$ cat src/rtl/hdlc_tx_pkg.sv
// Shared types and constants for the HDLC transmit channel.
// Holds the framer state encoding, the flag and abort patterns and the serial CRC-16 step.
package hdlc_tx_pkg;

  typedef enum logic [2:0] {
    ST_IDLE       = 3'd0,
    ST_FLAG_OPEN  = 3'd1,
    ST_DATA       = 3'd2,
    ST_FCS        = 3'd3,
    ST_FLAG_CLOSE = 3'd4,
    ST_ABORT      = 3'd5
  } tx_state_t;

  localparam logic [7:0]  FLAG          = 8'h7E;
  localparam logic [7:0]  ABORT         = 8'hFE;
  localparam logic [15:0] CRC_POLY      = 16'h8005;
  localparam int          STUFF_LIMIT   = 5;
  localparam int          MAX_BYTES_DEF = 126;

  // One bit of CRC-16 (x^16+x^15+x^2+1), bits fed in transmit order.
  function automatic logic [15:0] crc16_step(input logic [15:0] crc, input logic bit_in);
    logic feedback;
    feedback = crc[15] ^ bit_in;
    return {crc[14:0], 1'b0} ^ (feedback ? CRC_POLY : 16'h0000);
  endfunction

endpackage

$ cat src/rtl/hdlc_tx_fcs.sv
// Serial CRC-16 engine for the transmit channel.
// Cleared between frames and advanced once per unstuffed payload bit.
module hdlc_tx_fcs
  import hdlc_tx_pkg::*;
(
  input  logic        clk,
  input  logic        rst,
  input  logic        clear,
  input  logic        enable,
  input  logic        bit_in,
  output logic [15:0] crc
);

  logic [15:0] crc_q;
  logic [15:0] crc_d;

  // Next CRC value: clear wins over a shift.
  always_comb begin
    crc_d = crc_q;
    if (clear) begin
      crc_d = 16'h0000;
    end else if (enable) begin
      crc_d = crc16_step(crc_q, bit_in);
    end else begin
      crc_d = crc_q;
    end
  end

  // CRC state register.
  always_ff @(posedge clk) begin
    if (rst) begin
      crc_q <= 16'h0000;
    end else begin
      crc_q <= crc_d;
    end
  end

  assign crc = crc_q;

endmodule

$ cat src/rtl/hdlc_tx_framer.sv
// HDLC transmit framer: flags, LSB-first payload, optional FCS-16, zero insertion,
// idle-ones and abort sequences, with a one-byte prefetch from the Tx buffer.
module hdlc_tx_framer
  import hdlc_tx_pkg::*;
#(
  parameter int MAX_BYTES = MAX_BYTES_DEF,
  parameter bit FCS_EN    = 1'b1
) (
  input  logic       Clk,
  input  logic       Rst,
  input  logic       Tx_Enable,
  input  logic       Tx_AbortFrame,
  input  logic [7:0] Tx_FrameSize,
  input  logic [7:0] Tx_Data,
  output logic       Tx_RdBuff,
  output logic       Tx,
  output logic       Tx_ValidFrame,
  output logic       Tx_Done,
  output logic       Tx_AbortedTrans
);

  localparam logic [7:0] MAX_B   = 8'(MAX_BYTES);
  localparam logic [2:0] STUFF_N = 3'(STUFF_LIMIT);

  tx_state_t   state_q,      state_d;
  logic [3:0]  bit_q,        bit_d;
  logic [2:0]  ones_q,       ones_d;
  logic [7:0]  byte_cnt_q,   byte_cnt_d;
  logic [7:0]  rd_cnt_q,     rd_cnt_d;
  logic [7:0]  size_q,       size_d;
  logic [7:0]  hold_q,       hold_d;
  logic [7:0]  shift_q,      shift_d;
  logic        tx_q,         tx_d;
  logic        valid_q,      valid_d;
  logic        rd_q,         rd_d;
  logic        last_q,       last_d;
  logic        done_q,       done_d;
  logic        aborted_q,    aborted_d;
  logic        abort_prev_q, abort_prev_d;
  logic        abort_pend_q, abort_pend_d;

  logic        abort_rise_s;
  logic        in_frame_s;
  logic        stuff_s;
  logic        crc_clr_s;
  logic        crc_en_s;
  logic        crc_bit_s;
  logic [15:0] crc_s;

  assign abort_rise_s = Tx_AbortFrame & ~abort_prev_q;
  assign in_frame_s   = (state_q == ST_FLAG_OPEN) || (state_q == ST_DATA) || (state_q == ST_FCS);
  assign stuff_s      = (ones_q == STUFF_N);

  hdlc_tx_fcs u_fcs (
    .clk    (Clk),
    .rst    (Rst),
    .clear  (crc_clr_s),
    .enable (crc_en_s),
    .bit_in (crc_bit_s),
    .crc    (crc_s)
  );

  // Next-state, next-bit and strobe logic for the framer.
  always_comb begin
    state_d      = state_q;
    bit_d        = bit_q;
    ones_d       = ones_q;
    byte_cnt_d   = byte_cnt_q;
    rd_cnt_d     = rd_cnt_q;
    size_d       = size_q;
    shift_d      = shift_q;
    hold_d       = rd_q ? Tx_Data : hold_q;
    tx_d         = 1'b1;
    valid_d      = 1'b0;
    rd_d         = 1'b0;
    last_d       = 1'b0;
    done_d       = last_q;
    aborted_d    = 1'b0;
    abort_prev_d = Tx_AbortFrame;
    abort_pend_d = 1'b0;
    crc_clr_s    = 1'b0;
    crc_en_s     = 1'b0;
    crc_bit_s    = 1'b0;

    if (abort_pend_q) begin
      // Accepted abort: freeze the line for one cycle while entering ABORT.
      state_d   = ST_ABORT;
      bit_d     = 4'd0;
      aborted_d = 1'b1;
      tx_d      = tx_q;
      valid_d   = 1'b1;
    end else begin
      abort_pend_d = abort_rise_s & in_frame_s;
      case (state_q)
        ST_IDLE: begin
          crc_clr_s  = 1'b1;
          ones_d     = 3'd0;
          bit_d      = 4'd0;
          byte_cnt_d = 8'd0;
          rd_cnt_d   = 8'd0;
          if (Tx_Enable && (Tx_FrameSize != 8'd0) && !abort_rise_s) begin
            state_d = ST_FLAG_OPEN;
            size_d  = (Tx_FrameSize > MAX_B) ? MAX_B : Tx_FrameSize;
          end else begin
            state_d = ST_IDLE;
          end
        end

        ST_FLAG_OPEN: begin
          tx_d    = FLAG[bit_q[2:0]];
          valid_d = 1'b1;
          ones_d  = 3'd0;
          bit_d   = bit_q + 4'd1;
          if (bit_q == 4'd0) begin
            rd_d     = 1'b1;
            rd_cnt_d = rd_cnt_q + 8'd1;
          end else if (bit_q == 4'd7) begin
            state_d = ST_DATA;
            bit_d   = 4'd0;
            shift_d = hold_q;
            if (rd_cnt_q < size_q) begin
              rd_d     = 1'b1;
              rd_cnt_d = rd_cnt_q + 8'd1;
            end else begin
              rd_d = 1'b0;
            end
          end else begin
            rd_d = 1'b0;
          end
        end

        ST_DATA: begin
          valid_d = 1'b1;
          if (stuff_s) begin
            tx_d   = 1'b0;
            ones_d = 3'd0;
          end else begin
            tx_d      = shift_q[bit_q[2:0]];
            crc_en_s  = 1'b1;
            crc_bit_s = tx_d;
            ones_d    = tx_d ? (ones_q + 3'd1) : 3'd0;
            bit_d     = bit_q + 4'd1;
            if (bit_q == 4'd7) begin
              bit_d      = 4'd0;
              byte_cnt_d = byte_cnt_q + 8'd1;
              if ((byte_cnt_q + 8'd1) == size_q) begin
                state_d = FCS_EN ? ST_FCS : ST_FLAG_CLOSE;
              end else begin
                // Byte boundary: next byte comes from the hold register, refill it.
                shift_d = hold_q;
                if (rd_cnt_q < size_q) begin
                  rd_d     = 1'b1;
                  rd_cnt_d = rd_cnt_q + 8'd1;
                end else begin
                  rd_d = 1'b0;
                end
              end
            end else begin
              byte_cnt_d = byte_cnt_q;
            end
          end
        end

        ST_FCS: begin
          valid_d = 1'b1;
          if (stuff_s) begin
            tx_d   = 1'b0;
            ones_d = 3'd0;
          end else begin
            tx_d   = crc_s[bit_q];
            ones_d = tx_d ? (ones_q + 3'd1) : 3'd0;
            bit_d  = bit_q + 4'd1;
            if (bit_q == 4'd15) begin
              state_d = ST_FLAG_CLOSE;
              bit_d   = 4'd0;
            end else begin
              state_d = ST_FCS;
            end
          end
        end

        ST_FLAG_CLOSE: begin
          valid_d = 1'b1;
          ones_d  = 3'd0;
          if (stuff_s) begin
            // Five ones ended the payload/FCS: the stuffed zero still precedes the flag.
            tx_d = 1'b0;
          end else begin
            tx_d  = FLAG[bit_q[2:0]];
            bit_d = bit_q + 4'd1;
            if (bit_q == 4'd7) begin
              state_d = ST_IDLE;
              bit_d   = 4'd0;
              last_d  = 1'b1;
            end else begin
              state_d = ST_FLAG_CLOSE;
            end
          end
        end

        ST_ABORT: begin
          bit_d = bit_q + 4'd1;
          if (bit_q == 4'd0) begin
            tx_d    = tx_q;
            valid_d = 1'b1;
          end else begin
            tx_d    = ABORT[3'(bit_q - 4'd1)];
            valid_d = 1'b0;
          end
          if (bit_q == 4'd8) begin
            state_d = ST_IDLE;
            bit_d   = 4'd0;
          end else begin
            state_d = ST_ABORT;
          end
        end

        default: begin
          state_d = ST_IDLE;
          bit_d   = 4'd0;
        end
      endcase
    end
  end

  // Framer state and registered outputs.
  always_ff @(posedge Clk) begin
    if (Rst) begin
      state_q      <= ST_IDLE;
      bit_q        <= 4'd0;
      ones_q       <= 3'd0;
      byte_cnt_q   <= 8'd0;
      rd_cnt_q     <= 8'd0;
      size_q       <= 8'd0;
      hold_q       <= 8'd0;
      shift_q      <= 8'd0;
      tx_q         <= 1'b1;
      valid_q      <= 1'b0;
      rd_q         <= 1'b0;
      last_q       <= 1'b0;
      done_q       <= 1'b0;
      aborted_q    <= 1'b0;
      abort_prev_q <= 1'b0;
      abort_pend_q <= 1'b0;
    end else begin
      state_q      <= state_d;
      bit_q        <= bit_d;
      ones_q       <= ones_d;
      byte_cnt_q   <= byte_cnt_d;
      rd_cnt_q     <= rd_cnt_d;
      size_q       <= size_d;
      hold_q       <= hold_d;
      shift_q      <= shift_d;
      tx_q         <= tx_d;
      valid_q      <= valid_d;
      rd_q         <= rd_d;
      last_q       <= last_d;
      done_q       <= done_d;
      aborted_q    <= aborted_d;
      abort_prev_q <= abort_prev_d;
      abort_pend_q <= abort_pend_d;
    end
  end

  assign Tx              = tx_q;
  assign Tx_ValidFrame   = valid_q;
  assign Tx_RdBuff       = rd_q;
  assign Tx_Done         = done_q;
  assign Tx_AbortedTrans = aborted_q;

endmodule
$ cat config.mk
export PLATFORM = sky130hd
export DESIGN_NAME = hdlc_tx_framer
export DESIGN_NICKNAME = d
export VERILOG_FILES = /design/src/rtl/hdlc_tx_pkg.sv /design/src/rtl/hdlc_tx_fcs.sv /design/src/rtl/hdlc_tx_framer.sv
export SDC_FILE = /design/constraint.sdc
export NUM_CORES = 1
export LEC_CHECK = 0
export ABC_AREA = 1
export CORE_UTILIZATION = 60
export CTS_CLUSTER_DIAMETER = 80
export CTS_CLUSTER_SIZE = 30
export DETAILED_ROUTE_END_ITERATION = 8
export DONT_BUFFER_PORTS = 1
export PLACE_DENSITY = 0.87
export SKIP_CTS_REPAIR_TIMING = 1
export SLEW_MARGIN = 20
export SYNTH_ARGS = -nofsm -noshare
export SYNTH_HDL_FRONTEND = slang
export SYNTH_HIERARCHICAL = 1
export SYNTH_SLANG_ARGS = --single-unit
$ cat constraint.sdc
create_clock -name Clk -period 2.4 [get_ports Clk]
set_clock_uncertainty 0.1 [all_clocks]
set_input_delay 0.48 -clock Clk [delete_from_list [all_inputs] [get_ports Clk]]
set_output_delay 0.48 -clock Clk [all_outputs]
set_load 0.02 [all_outputs]
==> impl_results.md, run 1 <==
* Global-route wire length before repair at 17.9 mm
* Synthesized instance count at 678
* Detailed placement HPWL at 8.03 mm
* Sum Neg Setup Slack at 0 ns
* Clock root cell: clkbuf_8
* CTS Buf Count at 9
* WL/cell at 14.3 um
* Worst setup path class: register to register
* Clock slew at reported path FFs at 0.08 ns
* Routed vias/inst at 5.84
* Top-count cell post-synth: nand2_1
* Slew Limit Fails at 0
* Final Wtd Congestion at 0.932
* Hold Crit Depth at 1
* Detail Route Antenna Nets at 0
* CP Buf/Inv Count at 2
* Final Hold Violating Endpoints at 0
* Worst vdd ir at 0.000587 V
* Outcome: finished, final reports clean
* Max_cap viols at 0
* Synth top area cells: dfxtp_1, nand2_1, nor2_1, inv_1, nand3_1
* CTS tree: yes
* Die width at 89.4 um
* Cell chain of the critical path: ha_1 > nand2_2 > nor2_4 > nand2_1 > a21oi_2 > inv_2 > nor2_1 > inv_1 > nand2_1 > a21oi_1
* Critical Path Source: bit_q[1]
* H-tree levels at 3
* Power Density at 1110 nW/um2
* Net count, final at 712
* Warnings, synthesis at 6
* Dominant synthesized flop cell: dfxtp_1
* Post-synth top area cell: dfxtp_1
* Final Cycle Share at 91.6%
* RR Endpoint: byte_cnt_q[5]
* Most frequent cells after synthesis: nand2_1, nor2_1, dfxtp_1, inv_1, nand3_1
* HP Class: input port to register
* Static Leak at 2.01 nW
* Avg Cell Area, Syn at 6.75 um2
* DR pass1 iterations at 6
* Highest achievable clock rate at 0.455 GHz
* GRT Util Overall at 29.2%
* Initial Util at 62.5%
* Drc violations at 0
* Core area at 7330 um2
* Final WL at 11.2 mm
* Critical Path End Type: register
* Slew margin rel. at 55.5%
* Final min period at 2.20 ns
* Initial DRC count at 404
* Clk sinks at 75
* Setup ws final at 0.201 ns
* Maximum root-to-sink buffer count at 2
* Synth unique cells at 45
* Critical Path End: byte_cnt_q[5]
* Largest net degree at the start of global routing at 26
* Mapped Nets at 712
* Worst Path Required at 2.56 ns
* Crit-path most repeated cell: nand2_1
* Vias at 4564
* CP max FO at 9
* Clk_lat worst skew at 0.37 ns
* Mapped Area at 4580 um2
* HP Start: Rst
* CP arrival at 2.36 ns
* Fraction of registers with async set/reset at 0%
* Place WS at 0.196 ns
* Worst Max-Slew Pin Slew at 0.666 ns
* CP peak stage delay at 0.49 ns
* Reg2Reg Depth at 10
* Top-area cell type share of the netlist area at 32.8%
* CP startpoint kind: register
* Post-synth EDFFs at 0
* Initial antenna violation count at 0
* Vias in the first global route at 4172
* Cell at the slowest stage of the critical path: dfxtp_1
* Total chip power at 5.37 mW
* Final setup fails at 0
* Flop-to-flop setup slack at 0.20 ns
* Buffers on Ports at 0
* Post-synthesis sequential area ratio at 32.8%
* Area delta synth->final at 5.87%
* Share of layout cells above drive strength 1 at 14.9%
* #FFs+latches synth at 75
* # rows at 31
* Total gr overflow at 0
* Die area at 7990 um2
* Io pins at 25
* R2R Path Start: bit_q[1]
* Die Y-Extent at 89.4 um
* Antenna Cells at 0
* WP depth at 10
* Critical path's top delay family: simple AND/OR/NAND/NOR gates
## worst register-to-register path: cells and delay by family, from the launching register on
| kind | cells | cell delay (ns) |
|---|---|---|
| AND/OR/NAND/NOR | 5 | 0.71 |
| buffers and inverters | 2 | 0.27 |
| adder cells (fa/ha/maj) | 1 | 0.28 |
| flip-flops | 1 | 0.49 |
| AO/OA/AOI/OAI | 2 | 0.25 |
## placed cells by master (no fill, tap or decap), types with 4 or more instances in the layout
cell,n
a211oi_2,5
a21oi_1,31
a21oi_2,13
buf_4,8
clkbuf_8,10
dfxtp_1,75
ha_1,13
inv_1,69
inv_2,12
nand2_1,143
nand2_2,16
nand3_1,50
nand4_1,19
nor2_1,99
nor2_2,7
nor2_4,7
nor3_1,13
o211ai_1,4
o21ai_0,48
## sequential cells by signal (all words and copies together), names as in the netlist, named ones only
signal           count
done_d               1
Tx_AbortedTrans      1
bit_q                4
rd_cnt_q             8
ones_q               3
Tx                   1
hold_q               8
Tx_Done              1
size_q               8
shift_q              8
abort_prev_q         1
abort_pend_q         1
byte_cnt_q           8
Tx_RdBuff            1
state_q              3
u_fcs/crc           16
Tx_ValidFrame        1
## kinds of logic after synthesis
family,after synthesis,share of synthesized area (%)
AOI/OAI and AO/OA,114,15.6
xor gates and xnor gates,5,0.956
adders and majority gates,14,3.83
buffers and inverters,102,10.2
DFF,75,32.8
and+or+nand+nor,368,36.7
## power by group
| part | internal (mW) | switching, mW | total, mW |
|---|---|---|---|
| sequential | 1.45 | 0.236 | 1.68 |
| clock | 0.508 | 0.499 | 1.01 |
| combinational | 0.876 | 1.80 | 2.68 |
## routing by layer
metal  routed length (um)  global-route usage [%]
met5                    0                       0
met4                  347                    16.2
met3                  823                    6.93
met2                 5370                    49.0
met1                 4650                    34.3
## worst min path at each step
stage / to / slack [ns]
after floorplan: Tx_Done / 0.29
final: byte_cnt_q[6] / 0.07
after CTS: byte_cnt_q[2] / 0.07
after global routing: size_q[0] / 0.06
after detailed placement: Tx_Done / 0.30
after global placement: Tx_Done / 0.30
## area by class of cell
type / count / area [um2]
clock buffers: 10 / 138
clock inverters: 6 / 65.1
multi-input cells: 501 / 2640
well taps: 99 / 124
fillers: 614 / 2480
flip-flops and latches: 75 / 1500
repair buffers: 8 / 60.1
inverters: 83 / 322
## through the flow
step	hold slack, ns	instance area, um2	cells	util [%]
2_1_floorplan	0.288	4580	678	-
3_3_place_gp	0.295	4620	766	63.1
3_5_place_dp	0.299	4620	766	63.1
4_1_cts	0.0663	4830	782	65.8
5_1_grt	0.0601	4850	782	66.1
6_report	0.0702	4850	782	66.1
No activity file was read; power rests on OpenSTA's default activity.
==> run 2: changes to the inputs <==
--- a/config.mk
+++ b/config.mk
@@ -5,7 +5,6 @@
 export SDC_FILE = /design/constraint.sdc
 export NUM_CORES = 1
 export LEC_CHECK = 0
-export ABC_AREA = 1
 export CORE_UTILIZATION = 60
 export CTS_CLUSTER_DIAMETER = 80
 export CTS_CLUSTER_SIZE = 30
@@ -13,7 +12,7 @@
 export DONT_BUFFER_PORTS = 1
 export PLACE_DENSITY = 0.87
 export SKIP_CTS_REPAIR_TIMING = 1
-export SLEW_MARGIN = 20
+export SLEW_MARGIN = 0
 export SYNTH_ARGS = -nofsm -noshare
 export SYNTH_HDL_FRONTEND = slang
 export SYNTH_HIERARCHICAL = 1
==> run 2 against run 1 <==
Net effect:
- the run now ends with negative setup slack left
- synthesized cell count down 24%
- clock-buffer cell count decreased by 1
- die area fell by 4.6%
- synthesized area decreased by 4.7%
- sequential power down 23%
- core utilization grew 6.3 points
- highest routed layer unchanged
==> impl_results.md, run 2 <==
* Drc violations at 0
* CP arrival at 2.74 ns
* Final WL at 10.8 mm
* DR pass1 iterations at 6
* Clk sinks at 75
* Clock slew at reported path FFs at 0.08 ns
* Worst Max-Slew Pin Slew at 0.761 ns
* Largest net degree at the start of global routing at 61
* Vias in the first global route at 3572
* CTS tree: yes
* Initial Util at 63.2%
* Mapped Nets at 550
* Initial antenna violation count at 0
* Synth top area cells: dfxtp_1, mux2i_1, nor2_1, ha_1, a21oi_1
* Total gr overflow at 0
* Vias at 3976
* Sum Neg Setup Slack at -0.130 ns
* Fill count at 506
* Top-count cell post-synth: nor2_1
* Dominant synthesized flop cell: dfxtp_1
* Synthesized instance count at 516
* Power Density at 515 nW/um2
* Net count, final at 571
* Warnings, synthesis at 6
* CTS Buf Count at 9
* Failing checks: negative setup slack
* Multi-input gate area at 2760 um2
* WL/cell at 16.9 um
* Share of layout cells above drive strength 1 at 20.0%
* Clock root cell: clkbuf_8
* Core area at 6910 um2
* Mapped Area at 4370 um2
* Flop-to-flop setup slack at -0.13 ns
* Reg2Reg Depth at 9
* Post-synth EDFFs at 0
* Synth unique cells at 76
* Setup ws final at -0.130 ns
* Io pins at 25
* Maximum root-to-sink buffer count at 2
* Detail Route Antenna Nets at 0
* Final setup fails at 1
* Highest achievable clock rate at 0.395 GHz
* Most frequent cells after synthesis: nor2_1, dfxtp_1, a21oi_1, nand2_1, mux2i_1
* HP Start: Rst
* Die area at 7620 um2
* Top-area cell type share of the netlist area at 34.4%
* Post-synth top area cell: dfxtp_1
* #FFs+latches synth at 75
* Detailed placement HPWL at 7.34 mm
* Final Wtd Congestion at 0.975
* Worst setup path class: register to register
* Hold Crit Depth at 1
* Final Hold Violating Endpoints at 0
* Avg Cell Area, Syn at 8.46 um2
* Core Util, Final at 72.4%
* Buffers on Ports at 0
* Fraction of registers with async set/reset at 0%
* Most common cell after layout, fill and taps aside: nor2_1
* Storage cell area at 1520 um2
* RR Endpoint: rd_cnt_q[2]
* HP Class: input port to register
* Clk_lat worst skew at 0.36 ns
* Place WS at -0.0941 ns
* Post-synthesis sequential area ratio at 34.4%
* CP max FO at 6
* Most frequent cells in the layout: nor2_1, dfxtp_1, buf_4, nand2_1, a21oi_1
* Slew Limit Fails at 0
* Outcome: finished, violations left
* Die width at 87.3 um
* # rows at 30
* Static Leak at 1.78 nW
* Critical Path End Type: register
* Max FFs per register at 16
* Final min period at 2.53 ns
* H-tree levels at 3
* Hold worst-path end: abort_prev_q
* Initial DRC count at 501
* Max_cap viols at 0
* Worst vdd ir at 0.000486 V
* CP startpoint kind: register
* Global-route wire length before repair at 16.8 mm
* Worst Path Required at 2.61 ns
* RSZ-0062 raised after global routing: true
* Area delta synth->final at 14.5%
* Slew margin rel. at 49.2%
* Die Y-Extent at 87.3 um
* Final Cycle Share at 105%
* Routed vias/inst at 6.25
* Antenna Cells at 0
* R2R Path Start: size_q[7]
* GRT Util Overall at 28.5%
run 2: how the worst max path moves through the flow:
| stage | startpoint | to | slack (ns) | cells after the start |
|---|---|---|---|---|
| after detailed placement | bit_q[0] | u_fcs/crc[2] | -0.09 | 7 |
| after global routing | size_q[7] | rd_cnt_q[2] | -0.20 | 9 |
| final | size_q[7] | rd_cnt_q[2] | -0.13 | 9 |
| after floorplan | bit_q[0] | rd_cnt_q[0] | 0.02 | 10 |
| after global placement | bit_q[0] | u_fcs/crc[2] | -0.04 | 7 |
| after CTS | bit_q[0] | u_fcs/crc[2] | -0.19 | 7 |
run 2: through the flow:
stage                     std cells  total power, mW  instance area (um2)  hold WS (ns)
after floorplan                 516             1.49                 4400         0.314
after global placement          619             1.53                 4660         0.320
after detailed placement        619             1.54                 4660         0.340
after CTS                       633             2.55                 4870        0.0809
after global routing            636             2.67                 5000        0.0745
final                           636             2.58                 5000        0.0958
run 2: kinds of logic after synthesis:
kind of cell,after synthesis,share of synthesized area [%]
muxes,40,11.4
adders and majority gates,14,4.01
DFF,75,34.4
xor gates and xnor gates,10,2.01
AOI/OAI and AO/OA,116,18.9
buffers and inverters,52,5.25
and+or+nand+nor,209,24.0
run 2: power by group:
part / switching, mW / internal [mW] / total, mW
combinational: 0.129 / 0.109 / 0.238
clock: 0.471 / 0.572 / 1.04
sequential: 0.0350 / 1.26 / 1.30
total: 0.635 / 1.94 / 2.58
run 2: metal layers:
layer  up-vias  part of all wire (%)  global-route usage (%)  wire (um)
li1       1892                     -                       -          -
met1      1879                    41                    34.9       4460
met2       176                    49                    47.5       5280
met3        29                   7.4                    7.30        792
met4         0                   2.2                    11.6        234
met5         -                     0                       0          0
run 2: layout make-up:
| class | instances | area share (%) |
|---|---|---|
| flip-flops and latches | 75 | 30.3 |
| inverters | 19 | 1.43 |
| clock buffers | 9 | 2.48 |
| clock inverters | 5 | 1.60 |
| well taps | 96 | 2.40 |
| multi-input cells | 389 | 55.3 |
| repair buffers | 43 | 6.53 |
run 2: critical path, stage by stage (launching register included):
cell	delay, ns
dfxtp_1	0.47
inv_1	0.15
ha_1	0.35
a21oi_1	0.21
o21a_1	0.17
o31ai_2	0.09
o21ai_0	0.19
nand2_1	0.17
o32ai_1	0.39
a22o_1	0.18
==> run 3: changes to the inputs <==
==> constraint.sdc (replaced) <==
create_clock -name Clk -period 2.6 [get_ports Clk]
set_clock_uncertainty 0.1 [all_clocks]
set_input_delay 0.52 -clock Clk [delete_from_list [all_inputs] [get_ports Clk]]
set_output_delay 0.52 -clock Clk [all_outputs]
set_load 0.02 [all_outputs]
==> run 3 against run 2 <==
Net effect:
- critical path type unchanged
- critical path depth down 2
- first-iteration DRC count down 0.20%
- clock-buffer cell count up 1
- core utilization down 3.3 points
- final cell count down 2.7%
- die area unchanged
- critical endpoint unchanged
- via count down 2.7%
- power down 9.8%
- the run now ends clean
- final area down 4.6%
- largest cell class unchanged
- combinational power down 18%
- clock power down 11%
==> impl_results.md, run 3 (synthesis gave the netlist of run 2 again) <==
* Outcome: finished, final reports clean
* Critical path's top delay family: compound AO/OA/AOI/OAI gates
* Highest achievable clock rate at 0.397 GHz
* Worst vdd ir at 0.000510 V
* Slew Limit Fails at 0
* # rows at 30
* WHS at 0.132 ns
* Drc violations at 0
* Critical Path End Type: register
* Clk_lat worst skew at 0.35 ns
* CTS tree: yes
* Detail Route Antenna Nets at 0
* CP peak stage delay at 0.54 ns
* Area delta synth->final at 9.26%
* Initial Util at 63.2%
* Sum Neg Setup Slack at 0 ns
* CP startpoint kind: register
* Final WL at 10.2 mm
* Detailed placement HPWL at 7.36 mm
* Clock root cell: clkbuf_8
* Cell at the slowest stage of the critical path: or4_4
* Worst Path Required at 2.79 ns
* Routed vias/inst at 6.25
* CP max FO at 7
* Worst setup path class: register to register
* Die area at 7620 um2
* HP Class: input port to register
* Initial DRC count at 500
* Core area at 6910 um2
* Non-filler cells, final at 619
* Fill count at 539
* Buffers on Ports at 0
* GRT Util Overall at 27.8%
* Vias at 3867
* Sw Share at 26.5%
* Net count, final at 552
* Placed insts at 603
* Cell chain of the critical path: inv_1 > or4_4 > a2111oi_4 > nor3_2 > o2111a_2 > o32ai_1 > a22o_1
* Multi-input gate area at 2690 um2
* Most frequent cells in the layout: nor2_1, dfxtp_1, nand2_1, a21oi_1, mux2i_1
* Total gr overflow at 0
* Final instance area at 4770 um2
* Storage cell area at 1510 um2
* DR pass1 iterations at 7
* Final Wtd Congestion at 1.02
* Io pins at 25
* CTS Buf Count at 9
* Final setup fails at 0
* WL/cell at 16.4 um
* Net Switching at 616 uW
* Initial antenna violation count at 0
* Internal Power at 1.71 mW
* Clock slew at reported path FFs at 0.09 ns
* Largest net degree at the start of global routing at 61
* Power Density at 487 nW/um2
* CP Buf/Inv Count at 1
* Sequential power share at 51.6%
* Final min period at 2.52 ns
* Maximum root-to-sink buffer count at 2
* Fraction of power consumed by the clock network at 40.0%
* Static Leak at 1.66 nW
* Comb pwr share at 8.3%
* Max_cap viols at 0
* Post-DP Area at 4510 um2
* H-tree levels at 3
* Vias in the first global route at 3482
* Die width at 87.3 um
* Max FFs per register at 16
* Core Util, Final at 69.1%
* Slew margin rel. at 49.9%
* Worst Max-Slew Pin Slew at 0.750 ns
* Most common cell after layout, fill and taps aside: nor2_1
* Clk sinks at 75
* Antenna Cells at 0
* Final Cycle Share at 96.9%
* Die Y-Extent at 87.3 um
* Final Hold Violating Endpoints at 0
* Share of layout cells above drive strength 1 at 15.3%
* CP arrival at 2.71 ns
* Global-route wire length before repair at 16.6 mm
==> run 3: area by class of cell <==
cell class | instances | share of cell area, %
clock buffer | 10 | 2.68
clock inverter | 6 | 1.55
inverter | 19 | 1.50
multi-input combinational | 389 | 56.4
sequential | 75 | 31.6
tap | 96 | 2.52
timing repair buffer | 24 | 3.78
==> run 3: stage by stage <==
stage	power (mW)	worst slack, ns
finish	2.32	0.0802
global placement	1.40	0.124
CTS	2.32	-0.0299
floorplan	1.37	0.0191
global route	2.41	-0.0411
detailed placement	1.41	0.00247
==> run 3: power groups by stage <==
stage	Clock (mW)	Sequential [mW]	Combinational, mW
floorplan	0	1.21	0.162
global placement	0	1.22	0.177
detailed placement	0	1.23	0.184
CTS	0.941	1.20	0.186
global route	0.991	1.20	0.214
finish	0.930	1.20	0.194
==> run 3: per-layer routing <==
metal / part of all wire [%] / vias up / GRT usage, %
li1: - / 1850 / -
met1: 42 / 1811 / 36.5
met2: 47 / 181 / 44.7
met3: 7.9 / 25 / 6.35
met4: 2.3 / 0 / 10.3
met5: 0 / - / 0
==> run 3: path summary, 6_finish.rpt <==
path | slack [ns] | cells after the start | from | to
max | 0.08 | 7 | byte_cnt_q[5] | rd_cnt_q[2]
min | 0.13 | 1 | Rst | abort_prev_q
max reg2reg | 0.08 | 7 | byte_cnt_q[5] | rd_cnt_q[2]
min reg2reg | 0.34 | 1 | done_d | Tx_Done
